File: src/rtl/product_accumulator.sv
// Streaming accumulate stage behind the 8x8 multiplier: sums N_TERMS
// products per result and hands the sum off on a valid/ready port.
module product_accumulator #(
    parameter int unsigned N_TERMS = 4,
    parameter int unsigned ACC_W   = 24
) (
    input  logic             clk,
    input  logic             rst,
    input  logic             in_valid,
    output logic             in_ready,
    input  logic [15:0]      z,
    output logic             out_valid,
    input  logic             out_ready,
    output logic [ACC_W-1:0] acc_out,
    output logic             overflow
);

    localparam logic [0:0] S_ACCUM = 1'b0;
    localparam logic [0:0] S_DONE  = 1'b1;
    localparam logic [7:0] LAST    = 8'(N_TERMS - 1);

    logic [0:0]       state_q, state_d;
    logic [ACC_W-1:0] acc_q, acc_d;
    logic [7:0]       cnt_q, cnt_d;
    logic             ovf_q, ovf_d;
    logic [ACC_W:0]   sum;
    logic             accept;

    assign in_ready  = (state_q == S_ACCUM) && !rst;
    assign out_valid = (state_q == S_DONE);
    assign acc_out   = acc_q;
    assign overflow  = ovf_q;

    assign accept = in_valid && (state_q == S_ACCUM);
    // Extra top bit of the sum is the carry-out of the ACC_W-bit add
    assign sum = {1'b0, acc_q} + {{(ACC_W + 1 - 16){1'b0}}, z};

    always_comb begin
        state_d = state_q;
        acc_d   = acc_q;
        cnt_d   = cnt_q;
        ovf_d   = ovf_q;
        unique case (state_q)
            S_ACCUM: begin
                if (accept) begin
                    acc_d = sum[ACC_W-1:0];
                    ovf_d = ovf_q | sum[ACC_W];
                    if (cnt_q == LAST) begin
                        cnt_d   = 8'd0;
                        state_d = S_DONE;
                    end else begin
                        cnt_d = cnt_q + 8'd1;
                    end
                end
            end
            S_DONE: begin
                if (out_ready) begin
                    acc_d   = '0;
                    ovf_d   = 1'b0;
                    state_d = S_ACCUM;
                end
            end
            default: state_d = S_ACCUM;
        endcase
    end

    always_ff @(posedge clk) begin
        if (rst) begin
            state_q <= S_ACCUM;
            acc_q   <= '0;
            cnt_q   <= 8'd0;
            ovf_q   <= 1'b0;
        end else begin
            state_q <= state_d;
            acc_q   <= acc_d;
            cnt_q   <= cnt_d;
            ovf_q   <= ovf_d;
        end
    end

endmodule

File: config.mk
export PLATFORM = sky130hd
export DESIGN_NAME = product_accumulator
export DESIGN_NICKNAME = d
export VERILOG_FILES = /design/src/rtl/product_accumulator.sv
export SDC_FILE = /design/constraint.sdc
export NUM_CORES = 1
export LEC_CHECK = 0
export ABC_AREA = 0
export BUFFER_PORTS_ARGS = -buffer_cell sky130_fd_sc_hd__buf_2
export CORE_ASPECT_RATIO = 0.7
export CORE_MARGIN = 3
export CORE_UTILIZATION = 50
export DETAILED_ROUTE_END_ITERATION = 12
export GPL_TIMING_DRIVEN = 0
export PLACE_DENSITY = 0.75
export SYNTH_ARGS = -nofsm -noshare
export SYNTH_HDL_FRONTEND = slang
export SYNTH_SLANG_ARGS = --single-unit
File: constraint.sdc
create_clock -name clk -period 5.3 [get_ports clk]
set_input_delay 0 -clock clk [delete_from_list [all_inputs] [get_ports clk]]
set_output_delay 0 -clock clk [all_outputs]
set_load 0.03 [all_outputs]
==> out/results.txt <==
Root buffer cell: clkbuf_8
Worst Hold Class: input pin to register
Antenna Nets Post-Route: 0
Post-synthesis compound-gate area fraction: 26.6%
Final Max Tran Viols: 0
Row count: 18
CP max FO: 9
Remaining Overflow, GRT: 0
Distinct cells, synth: 43
Setup TNS: 0 ns
WS Path Type: register to register
First drt pass iteration count: 4
Clock tree buffer depth: 2
DP Wirelength: 3.58 mm
Synthesized netlist net count: 275
Max Cap Viol: 0
Skew final: 0.00829 ns
RSZ-0062 raised after global routing: false
Routability cong.: 0.905
Die area: 4890 um^2
DR iter-0 viols: 103
CTS H-tree lvls: 2
Port bufs: 46
Routed len/inst: 14.0 um
Critical Path RT: 5.51 ns
XOR/XNOR Fraction of Synth Area: 9.04%
Total power: 814 uW
Die Ht: 59.4 um
Number of remaining DRC errors: 0
Final Hold Fails: 0
Initial antenna violation count: 0
Worst vdd ir: 0.170 mV
Synthesis-to-layout area growth: 19.8%
Mapped Cells: 237
Post-synth EDFFs: 0
Worst slew pin tran: 0.733 ns
Hold Buf Count CTS: 0
Crit-path cells: ha_1 -> fa_1 -> a21o_1 -> a311o_2 -> a21oi_2 -> o41a_1 -> o21ai_0 -> a21oi_1
CTS clock-pin slew for the worst setup and hold paths: 0.07 ns
Adder-cell share of the synthesized area: 11.4%
Clock latency at the later pin of the worst-skew pair: 0.29 ns
CTS tree: yes
Vias per cell: 5.57
Initial Util: 54.8%
Synth Area in Simple Gates: 16.0%
Largest family of logic cells by synthesized area: compound AO/OA/AOI/OAI gates
Worst setup path startpoint: acc_out[0]
Largest net degree at the start of global routing: 11
Post-synthesis mux area share: 0.983%
Outcome: complete, no violations
Post-synthesis cell area: 2040 um^2
Crit path capture type: register
Crit-path slowest cell: a311o_2
Number of global-route vias before repair: 1714
Mean area per synthesized cell: 8.59 um^2
FILL cells: 355
# diodes: 0
FF-to-FF Start: acc_out[0]
Crit share post-route: 48.1%
Final setup vio count: 0
Core area: 3720 um^2
Post-synthesis register bit count: 34
Max stage delay on crit path: 0.43 ns
Worst Min Path Start: out_ready
# Post-CTS Setup Buffers: 0
Startpoint Class: register
Lkg Pwr: 1.12 nW
Power per cell area: 334 nW/um^2
Slew headroom: 51.0%
Fraction of layout cells with a size suffix above 1: 20.6%
First-pass GRT wire length: 7.73 mm
CTS Buf Count: 5
Total track usage: 20.5%
Die Span X: 82.3 um
Ports: 47
Worst EP arrival: 2.76 ns
Ys Warns: 0
Minimum clock period: 2.55 ns
Layout net count: 328
Fmax: 392 MHz
# clock sinks: 34
Register area share after synthesis: 33.4%
Cts repair resizes: 0
Drt total wl: 4.78 mm
Top_reg_cell synth: dfxtp_1
FFs w/ async S/R, synth: 0%
Via Count: 1899
==> where the power goes <==
group	internal [mW]	switching, mW
Combinational	0.115	0.179
Clock	0.131	0.0936
Sequential	0.278	0.0182
==> sequential cells by signal, summed over array words and instances, names as in the netlist <==
signal / cells
acc_out: 24
cnt_q: 8
out_valid: 1
overflow: 1
==> cells by family after synthesis <==
group | count (synthesis)
buffers and inverters | 13
DFF | 34
xor gates and xnor gates | 21
muxes | 2
and+or+nand+nor | 69
AOI/OAI and AO/OA | 80
adders and majority gates | 18
==> layout make-up <==
| class | instances | area [um^2] | area share (%) |
|---|---|---|---|
| flip-flops and latches | 34 | 681 | 27.9 |
| multi-input cells | 190 | 1300 | 53.5 |
| plain buffers | 8 | 32.5 | 1.33 |
| clock buffers | 8 | 110 | 4.52 |
| inverters | 5 | 18.8 | 0.770 |
| well taps | 50 | 62.6 | 2.57 |
| repair buffers | 46 | 230 | 9.44 |
==> worst max-delay path: cells and delay by family (launching register included) <==
kind                     cells  cell delay, ns
AO/OA/AOI/OAI                6            1.50
adder cells (fa/ha/maj)      2            0.65
flip-flops                   1            0.33
==> synthesized netlist by cell type, types with 2 or more instances <==
master | n | area share [%]
nand4_1 | 4 | 1.2
o31ai_1 | 3 | 1.1
a21o_1 | 7 | 2.6
or3_1 | 7 | 2.2
xnor2_1 | 11 | 4.7
or4_1 | 2 | 0.74
nor3_1 | 3 | 0.74
ha_1 | 17 | 10
clkbuf_1 | 5 | 0.92
xor2_1 | 10 | 4.3
a21oi_1 | 23 | 5.7
mux2i_1 | 2 | 0.98
a211oi_1 | 2 | 0.74
o21bai_1 | 2 | 0.74
nand2_1 | 11 | 2.0
nor2_1 | 25 | 4.6
o31a_1 | 2 | 0.86
a22oi_1 | 5 | 1.8
nand3_1 | 11 | 2.7
o21ai_0 | 12 | 3.0
o21a_1 | 3 | 1.1
dfxtp_1 | 34 | 33
nand2b_1 | 2 | 0.61
a22o_1 | 10 | 4.3
buf_2 | 2 | 0.49
inv_1 | 5 | 0.92
==> per-stage QoR <==
step	worst slack [ns]	utilization [%]	hold WS (ns)	cell area (um^2)	cells
after floorplan	2.91	-	0.182	2040	237
after global placement	2.79	62.7	0.329	2330	333
after detailed placement	2.74	62.7	0.340	2330	333
after CTS	2.72	65.6	0.0378	2440	341
after global routing	2.58	65.6	0.0645	2440	341
final	2.75	65.6	0.0478	2440	341
==> final timing paths <==
check	end	slack [ns]	depth (start not counted)
worst max-delay path	acc_out[22]	2.75	8
worst min-delay path	out_valid	0.05	3
worst max register to register	acc_out[22]	2.75	8
worst min register to register	overflow	0.47	2
==> cell usage in the layout (no fill, tap or decap), types with 2 or more instances in the layout <==
cell and n:
nand2b_1 2, inv_1 5, dfxtp_1 34, clkbuf_8 8, a22o_1 10, ha_1 17
o21bai_1 2, o31a_1 2, or4_1 2, a21oi_1 23, mux2i_1 2, a21o_1 7
nand2_1 11, buf_2 48, xnor2_1 11, xor2_1 10, nor2_1 25, a22oi_1 5
nand4_1 4, clkbuf_1 5, o31ai_1 3, o21ai_0 12, nand3_1 11, o21a_1 3
nor3_1 3, or3_1 7, a211oi_1 2
==> routing by layer <==
| metal | GRT usage (%) | vias to the layer above | part of all wire, % |
|---|---|---|---|
| met5 | 0 | - | 0 |
| met1 | 29.8 | 874 | 52 |
| met3 | 6.84 | 4 | 6.3 |
| li1 | - | 979 | - |
| met2 | 28.3 | 42 | 41 |
| met4 | 6.64 | 0 | 0.48 |
No activity file was read; power rests on OpenSTA's default activity.
